**config.mk**
```make
export PLATFORM = sky130hd
export DESIGN_NAME = mem_access_unit
export DESIGN_NICKNAME = d
export VERILOG_FILES = /design/src/rtl/mem_access_unit.sv
export SDC_FILE = /design/constraint.sdc
export NUM_CORES = 1
export LEC_CHECK = 0
export ABC_AREA = 1
export CAP_MARGIN = 25
export CORE_MARGIN = 5
export CORE_UTILIZATION = 45
export DETAILED_ROUTE_END_ITERATION = 10
export DONT_BUFFER_PORTS = 1
export PLACE_DENSITY = 0.59
export SYNTH_ARGS = -nofsm -noshare
export SYNTH_HDL_FRONTEND = slang
export SYNTH_SLANG_ARGS = --single-unit
```
**constraint.sdc**
```tcl
create_clock -name clk -period 1.7 [get_ports clk]
set_clock_uncertainty 0.15 [all_clocks]
set_input_delay 0.255 -clock clk [delete_from_list [all_inputs] [get_ports clk]]
set_output_delay 0.255 -clock clk [all_outputs]
set_load 0.02 [all_outputs]
```
**src/rtl/mem_access_unit.sv**
```systemverilog
// MEM-stage load/store unit: accepts one aligned access, runs a single-beat bus
// handshake with ack timeout, and returns the extended load data for one cycle.

module mau_lane #(
   parameter int IDX = 0
) (
   input  logic        is_word,
   input  logic        is_half,
   input  logic [1:0]  alo,
   input  logic [31:0] wdata,
   output logic        be,
   output logic [7:0]  wbyte
);
   localparam logic [1:0] LANE = 2'(IDX);

   // Sub-word stores replicate the low bytes so every enabled lane sees the right data.
   always_comb begin
      be    = 1'b0;
      wbyte = wdata[7:0];
      if (is_word) begin
         be    = 1'b1;
         wbyte = wdata[8*IDX +: 8];
      end else if (is_half) begin
         be    = (alo[1] == LANE[1]);
         wbyte = LANE[0] ? wdata[15:8] : wdata[7:0];
      end else begin
         be    = (alo == LANE);
         wbyte = wdata[7:0];
      end
   end
endmodule

module mem_access_unit #(
   parameter int ACK_TIMEOUT = 255
) (
   input  logic        clk,
   input  logic        rst,
   input  logic        req_valid,
   input  logic        memwrite,
   input  logic        memtoreg,
   input  logic [2:0]  mem_op,
   input  logic [31:0] addr,
   input  logic [31:0] wdata,
   output logic        stall,
   output logic [31:0] rdata,
   output logic        rdata_valid,
   output logic        adel,
   output logic        ades,
   output logic [31:0] bad_addr,
   output logic        bus_err,
   output logic        bus_req,
   output logic        bus_we,
   output logic [31:0] bus_addr,
   output logic [3:0]  bus_be,
   output logic [31:0] bus_wdata,
   input  logic        bus_ack,
   input  logic [31:0] bus_rdata
);
   localparam int CW = (ACK_TIMEOUT < 2) ? 1 : $clog2(ACK_TIMEOUT);
   localparam logic [CW-1:0] CNT_LAST = CW'(ACK_TIMEOUT - 1);

   typedef enum logic [1:0] {S_IDLE, S_REQ, S_DONE} state_t;
   typedef enum logic [1:0] {SZ_W, SZ_H, SZ_B} size_t;

   typedef struct packed {
      logic [31:0] addr;
      logic [2:0]  op;
      logic        we;
   } req_t;

   state_t            state;
   req_t              req_q;
   logic [CW-1:0]     cnt;
   logic [31:0]       bad_addr_q;

   size_t             sz;
   logic              is_mem, aligned, idle_ok, accept, misal;
   logic [3:0]        lane_be;
   logic [3:0][7:0]   lane_wd;
   logic [31:0]       load_val;

   function automatic size_t dec_size(input logic [2:0] op);
      case (op)
         3'b110, 3'b111, 3'b010: dec_size = SZ_B;
         3'b100, 3'b101, 3'b001: dec_size = SZ_H;
         default:                dec_size = SZ_W;
      endcase
   endfunction

   // Extraction works off the latched op/addr, not the live MEM-stage inputs.
   function automatic logic [31:0] extract(input req_t r, input logic [31:0] d);
      logic [7:0]  b;
      logic [15:0] h;
      case (r.addr[1:0])
         2'd0:    b = d[7:0];
         2'd1:    b = d[15:8];
         2'd2:    b = d[23:16];
         default: b = d[31:24];
      endcase
      h = r.addr[1] ? d[31:16] : d[15:0];
      case (r.op)
         3'b110:  extract = {{24{b[7]}}, b};
         3'b111:  extract = {24'h0, b};
         3'b100:  extract = {{16{h[15]}}, h};
         3'b101:  extract = {16'h0, h};
         default: extract = d;
      endcase
   endfunction

   assign sz      = dec_size(mem_op);
   assign is_mem  = req_valid & (memwrite | memtoreg);
   assign aligned = (sz == SZ_B) | ((sz == SZ_H) & ~addr[0]) | ((sz == SZ_W) & (addr[1:0] == 2'b00));
   assign idle_ok = ~rst & (state == S_IDLE) & is_mem;
   assign accept  = idle_ok & aligned;
   assign misal   = idle_ok & ~aligned;

   assign adel     = misal & ~memwrite;
   assign ades     = misal & memwrite;
   assign bad_addr = misal ? addr : bad_addr_q;
   assign stall    = ~rst & (accept | (state == S_REQ));
   assign bus_addr = bus_req ? {req_q.addr[31:2], 2'b00} : 32'h0;
   assign load_val = extract(req_q, bus_rdata);

   for (genvar i = 0; i < 4; i++) begin : g_lane
      mau_lane #(.IDX(i)) u_lane (
         .is_word (sz == SZ_W),
         .is_half (sz == SZ_H),
         .alo     (addr[1:0]),
         .wdata   (wdata),
         .be      (lane_be[i]),
         .wbyte   (lane_wd[i])
      );
   end

   always_ff @(posedge clk) begin
      if (rst) begin
         state       <= S_IDLE;
         req_q       <= '0;
         cnt         <= '0;
         bad_addr_q  <= '0;
         rdata       <= '0;
         rdata_valid <= 1'b0;
         bus_err     <= 1'b0;
         bus_req     <= 1'b0;
         bus_we      <= 1'b0;
         bus_be      <= 4'h0;
         bus_wdata   <= '0;
      end else begin
         case (state)
            S_IDLE: begin
               if (misal) bad_addr_q <= addr;
               if (accept) begin
                  state     <= S_REQ;
                  cnt       <= '0;
                  req_q     <= '{addr: addr, op: mem_op, we: memwrite};
                  bus_req   <= 1'b1;
                  bus_we    <= memwrite;
                  bus_be    <= memwrite ? lane_be : 4'hF;
                  bus_wdata <= memwrite ? lane_wd : 32'h0;
               end
            end
            S_REQ: begin
               // Ack on the limit cycle still completes normally.
               if (bus_ack || cnt == CNT_LAST) begin
                  state       <= S_DONE;
                  bus_req     <= 1'b0;
                  bus_we      <= 1'b0;
                  bus_be      <= 4'h0;
                  bus_wdata   <= '0;
                  rdata_valid <= bus_ack & ~req_q.we;
                  bus_err     <= ~bus_ack;
                  if (!bus_ack)        rdata <= '0;
                  else if (!req_q.we)  rdata <= load_val;
               end else begin
                  cnt <= cnt + CW'(1);
               end
            end
            S_DONE: begin
               state       <= S_IDLE;
               rdata_valid <= 1'b0;
               bus_err     <= 1'b0;
            end
            default: state <= S_IDLE;
         endcase
      end
   end
endmodule

```
# Word-level counts from Yosys, hierarchy flattened
# Index checks and enable logic that the tools add are counted.
# totals
reg_bits	150
in_bits	105
out_inout_bits	139
word_cells	118
# op_classes
addsub	1
n_eq_ne	24
mux	43
n_bitwise	22
reduce_logical	15
# op_table
op	n
32-bit two-way mux	7
32-bit one-hot mux with 4 select lines	1
32-bit one-hot mux with 2 select lines	1
8-bit two-way mux	6
3-bit equality test (second input constant)	8
8-bit one-hot mux with 3 select lines	1
16-bit two-way mux	1
8-bit one-hot mux with 2 select lines	1
1-bit two-way mux	13
4-bit two-way mux	3
1-bit bitwise AND	11
2-bit equality test (second input constant)	5
3-bit AND reduction	3
8-bit by 1-bit adder with 8-bit output (second input constant)	1
2-bit by 1-bit equality test with 1-bit output (second input constant)	4
8-bit equality test (second input constant)	1
2-bit zero test	4
1-bit one-hot mux with 2 select lines	4
2-bit one-hot mux with 2 select lines	2
4-bit one-hot mux with 2 select lines	1
1-bit inverter	7
2-bit inequality test (second input constant)	3
2-bit AND reduction	3
3-bit OR reduction	2
other kinds (7)	12

# Longest topological paths before layout
# logic_depth
depth_word	10
ltp_mapped	12
depth_no_buf	10

# Cells and area by module
# Synthesis repeated with hierarchy kept, for this count alone.
# unflattened
cells_unflattened	1089
hier_area_um2	7257.0
# modules_own_cells
mod	n_inst	cells_each	area_each_um2	seq_area_each_um2
mem_access_unit	1	952	6627.6	3002.9
mau_lane at g_lane[3].u_lane	1	62	271.5	0.0
mau_lane at g_lane[1].u_lane	1	31	155.1	0.0
mau_lane at g_lane[2].u_lane	1	30	120.1	0.0
mau_lane at g_lane[0].u_lane	1	14	82.6	0.0

# Worst setup path before layout
# Ideal clock, no wire load.
# synth_timing
path_type	input to output
startpoint	input port memwrite
endpoint	output port stall
arrival_time_ps	1384
t_required_ps	1295
slack_ps	-89
cell_stages	7
n_path_buf	3
path_cell_list	buf_2 o21ai_1 nor2_2 nand2_2 buf_4 buf_2 a21oi_1
# synth_via
elab_chain_len	6
# synth_rtl
element	line	rtl
start: declaration	39	input logic memwrite,
1-bit bitwise OR	111	assign is_mem = req_valid & (memwrite | memtoreg);
1-bit bitwise AND	111	
1-bit bitwise AND	113	assign idle_ok = ~rst & (state == S_IDLE) & is_mem;
1-bit bitwise AND	114	assign accept = idle_ok & aligned;
1-bit bitwise OR	120	assign stall = ~rst & (accept | (state == S_REQ));
1-bit bitwise AND	120	
end: declaration	44	output logic stall,
# Every way passes these cells.

# Worst setup path after layout
# layout_timing
startpoint	register state[1]
endpoint	output port bad_addr[3]
# layout_via
elab_chain_len	5
# layout_rtl
element	line	rtl
start: declaration	71	state_t state;
start signal: assignment	137	state <= S_IDLE;
start signal: assignment	153	state <= S_REQ;
start signal: assignment	165	state <= S_DONE;
2-bit zero test	113	
1-bit bitwise AND (2 in series)	113	
1-bit bitwise AND	115	assign misal = idle_ok & ~aligned;
32-bit two-way mux	n/a	
end: declaration	49	output logic [31:0] bad_addr,
# Every way passes these cells.

==> results by stage <==
Critical path:
- In this run the critical register-to-register path is launched from state[1].
- Of all nets on the critical path, the largest fanout is 7.
- The critical path endpoint category is an output port.
- On the critical path, the stage with the largest delay is an instance of sky130_fd_sc_hd__dfxtp_2.
- On the worst path, the slowest cell contributes a delay of 0.31 ns.
- At the worst endpoint, the required time is about 1.3 ns.
- Tracing the worst setup path back leads to its startpoint at state[1].
- The startpoint kind of the worst setup timing path is a register.
- Traced cell by cell, the critical path runs through nand3b_1 > nor2_2 > nand3_4 > buf_12 > buf_16 > o21ai_4 > inv_2.
- The critical path in this run is classified as reg2out.
- Grouping stages by cell kind, the critical path spends the most delay in simple AND/OR/NAND/NOR gates.
- Counting both buffers and inverters, the worst setup path holds a total of 3.
- At the worst endpoint, the arrival time is 1.83 ns.

Finish:
- From synthesis to final layout, the design area changed by 37.7%.
- In the final layout, the share of cells above drive strength 1 is 25.1%.
- The layout net count is 1210.
- The antenna diode instance count is 0.
- The finished cells cover 9580 um^2.

Synthesis:
- For this run, the leading register cell type out of synthesis is sky130_fd_sc_hd__dfxtp_1.
- The post-synthesis mux area share is 0%.
- The proportion of synthesized flip-flops having asynchronous set or reset is 0%.
- Summing the areas of all compound-gate instances in the mapped netlist gives between 15 and 20% of the synthesized area.
- After Yosys synthesis, XOR and XNOR cells account for 0.126% of the synthesized area.
- The synthesized netlist occupies a cell area of 6960 um^2.
- The number of synthesis warnings is 0.
- In this run, distinct cell masters in the synthesized netlist total 30.
- In this run, synthesis inferred 0 flip-flops with an integrated enable.
- The fraction of the yosys area taken by sequential cells is a little over two fifths.
- By area, the combinational part of the netlist is dominated by simple AND/OR/NAND/NOR gates.
- The instance count of the mapped netlist is 1035.
- The library cell occupying the most area in the post-synthesis netlist is sky130_fd_sc_hd__dfxtp_1.
- The synthesized area per cell is 6.72 um^2.
- Among all cell types in the netlist, the one instantiated most often is sky130_fd_sc_hd__nand2_1.
- By area the synthesized netlist is led by sky130_fd_sc_hd__dfxtp_1 43%, sky130_fd_sc_hd__nand2_1 13%, sky130_fd_sc_hd__a21oi_1 9.0%.
- Counting instances in the post-synthesis netlist gives the leading cell types as 240 x sky130_fd_sc_hd__nand2_1, 150 x sky130_fd_sc_hd__dfxtp_1, 134 x sky130_fd_sc_hd__inv_1, 134 x sky130_fd_sc_hd__nor2_1, 125 x sky130_fd_sc_hd__a21oi_1.
- After Yosys synthesis, full adders, half adders and majority gates account for less than 1% of the synthesized area.
- The area share of the leading cell type in the synthesized netlist is 43.2%.
- The number of flip-flops and latches in the synthesized netlist is 150.
- The synthesized netlist devotes 25.9% of its cell area to simple gates.

Clocking:
- The buffer depth of the longest clock path is 2.
- The clock drives 150 sinks.
- Clock latency on the worst-skew pair, taken at its later pin, is 0.41 ns.
- The depth of the CTS H-tree is 4.
- Counting the buffers created by CTS gives 17.
- TritonCTS built the clock tree.
- In this run the clock root is driven by a sky130_fd_sc_hd__clkbuf_16.
- The clock-pin transition on the worst setup and hold timing paths is 0.06 ns.

Floorplanning:
- The area inside the core boundary is 15200 um^2.
- The die covers between 15000 and 20000 um^2.
- For this design the top-level I/O count stands at 244.
- The die is 134 um wide.
- The floorplan has 45 rows.
- The starting density of the core is 45.8%.
- Measured along the y axis, the die boundary spans around 130 um.

Job:
- The max capacitance violation total is 0.

Routing:
- For this block, wires on met1 add up to between 9000 and 10000 um.
- The detailed router used layers up to and including met4.
- The violation count after the first detailed-route iteration is 385.
- Wires add up to 22500 um.
- In the final routed layout, each cell accounts on average for 17.2 um.
- The pre-antenna-repair detailed-routing pass consisted of 5 iterations.
- The post-detailed-route DRC marker count is 0.
- The count of vias placed by the detailed router is 6765.
- The met3 wire length is 2250 um.
- The wire length on met2 is between 10000 and 15000 um.
- In this run the remaining antenna-violating nets after routing total 0.
- In the routed layout, each cell is associated on average with a via count of 5.20.

Worst hold path:
- The min-delay analysis places its worst path in the category in2reg.
- The source of the worst hold timing path is rst.

STA:
- The max-slew violation count is 0.
- Across all hold checks on the routed design, the worst slack comes to -0.247 ns.
- Setup repair after global routing could not meet its margin everywhere.
- The slack of the critical path is -0.539 ns.
- Setup violations remaining at the end of the flow were counted as 98.
- Of the available clock period, the critical path in the final layout requires 132%.
- Subtracting the final worst setup slack from the clock period gives ~2.2 ns.
- The upper clock frequency limit is 447 MHz.
- The number of hold violations in the final report came to 115.

Pwr:
- Summed over all cells, the static leakage comes to 4.13 nW.
- VDD sags by at most about 0.7 mV.
- Total power for the finished layout comes to 8.74 mW.
- For this design the ratio of total power to cell area is 913 nW/um^2.

GRT:
- The first global-routing pass estimated about 33000 um of wire.
- The via count of the first global-routing pass is between 6000 and 7000.
- The initial antenna violation count is 0.
- After global routing the overflow that remains totals 0.
- The total routing resource utilization after global routing is 22.5%.
- Entering global routing, the biggest net connects approximately 110 pins.

Status:
- The flow ran to the end, but the final reports show violations.
- The final reports fail on negative hold slack, negative setup slack.

Place:
- At the end of routability-driven placement, the weighted congestion stood at 0.843.
- The HPWL after detailed placement is 13500 um.
- The cell area reported after detailed placement is 7330 um^2.
- The count of buffers from port buffering is 0.
cell usage in the layout (no fill, tap or decap), types with 2 or more instances in the layout:
master,instances
sky130_fd_sc_hd__nor3_1,2
sky130_fd_sc_hd__clkbuf_8,2
sky130_fd_sc_hd__buf_8,2
sky130_fd_sc_hd__inv_1,95
sky130_fd_sc_hd__nand3_4,3
sky130_fd_sc_hd__nor2_4,5
sky130_fd_sc_hd__or2_2,9
sky130_fd_sc_hd__buf_4,36
sky130_fd_sc_hd__dlygate4sd3_1,35
sky130_fd_sc_hd__clkinv_2,5
sky130_fd_sc_hd__nand3_2,2
sky130_fd_sc_hd__inv_2,40
sky130_fd_sc_hd__nand2_2,15
sky130_fd_sc_hd__bufinv_16,2
sky130_fd_sc_hd__nor2_2,9
sky130_fd_sc_hd__buf_16,5
sky130_fd_sc_hd__a21oi_2,13
sky130_fd_sc_hd__nand2_4,28
sky130_fd_sc_hd__clkinvlp_4,2
sky130_fd_sc_hd__a21oi_1,111
sky130_fd_sc_hd__o21ai_2,8
sky130_fd_sc_hd__nand2_8,2
sky130_fd_sc_hd__nand3_1,41
sky130_fd_sc_hd__nor2_1,125
sky130_fd_sc_hd__dfxtp_2,5
sky130_fd_sc_hd__nand2_1,199
sky130_fd_sc_hd__o211ai_1,16
sky130_fd_sc_hd__o21ai_0,45
sky130_fd_sc_hd__bufbuf_16,3
sky130_fd_sc_hd__buf_12,15
sky130_fd_sc_hd__dfxtp_4,2
sky130_fd_sc_hd__buf_6,11
sky130_fd_sc_hd__inv_4,3
sky130_fd_sc_hd__dfxtp_1,143
sky130_fd_sc_hd__clkbuf_16,21
sky130_fd_sc_hd__o21ai_4,26
sky130_fd_sc_hd__clkbuf_1,2
sky130_fd_sc_hd__conb_1,2
sky130_fd_sc_hd__o21ai_1,14
per-stage QoR:
| stage | hold WS (ns) | worst slack, ns | instances | TNS (ns) | util (%) |
|---|---|---|---|---|---|
| global placement | 0.186 | -0.181 | 1211 | -0.922 | 48.2 |
| finish | -0.247 | -0.539 | 1302 | -23.06 | 63.0 |
| global route | -0.264 | -0.606 | 1302 | -31.90 | 63.0 |
| detailed placement | 0.188 | -0.188 | 1211 | -2.99 | 48.2 |
| CTS | -0.258 | -0.486 | 1287 | -20.52 | 58.7 |
| floorplan | 0.252 | -0.0181 | 1036 | -0.0543 | - |
timing repair:
action	in CTS	in global routing
cloned	8	6
endpoints found under the setup margin	88	164
endpoints found under the hold margin	149	118
pin swaps	5	23
hold buffers	32	3
buffers inserted	7	8
resized for setup	149	135
path summary, 6_finish.rpt:
path / cells past startpoint / endpoint / slack [ns]
max: 7 / bad_addr[3] / -0.54
min: 1 / bad_addr_q[25] / -0.25
max reg2reg: 9 / bus_wdata[26] / -0.15
min reg2reg: 2 / cnt[5] / 0.31
kinds of logic (layout without fill, tap and decap cells):
kind of cell	Yosys count	after routing
DFF	150	150
buffers and inverters	205	282
and+or+nand+nor	442	443
AOI/OAI and AO/OA	234	234
xor gates and xnor gates	1	1
other	1	2
adders and majority gates	2	2
worst register-to-register path, delay by kind of cell, from the launching register on:
family                 cells  cell delay, ns
AOI/OAI and AO/OA          1            0.15
DFF                        1            0.31
buffers and inverters      4            0.69
and+or+nand+nor            4            0.48
final cells by class:
cell class / instances / area (um^2)
clock inverters: 9 / 104
flip-flops and latches: 150 / 3020
inverters: 141 / 546
repair buffers: 111 / 1410
fillers: 1380 / 5630
multi-input cells: 682 / 3800
clock buffers: 21 / 460
well taps: 188 / 235
metal layers:
metal / GRT usage (%) / vias to the layer above
met2: 35.7 / 278
li1: - / 3392
met5: 0 / -
met3: 8.40 / 30
met1: 28.5 / 3065
met4: 7.30 / 0
flip-flops by register name, indices dropped and copies added, names as in the netlist:
register     count
bad_addr_q      32
bus_be           4
bus_err          1
bus_req          1
bus_wdata       32
bus_we           1
cnt              8
rdata           32
rdata_valid      1
req_q           36
state            2
report_power, final:
part	internal, mW	switching (mW)	leakage (nW)
sequential	3.64	0.118	1.22
clock	2.21	1.46	0.275
combinational	0.541	0.768	2.63
total	6.40	2.35	4.13
Power figures use the tool's default switching activity.
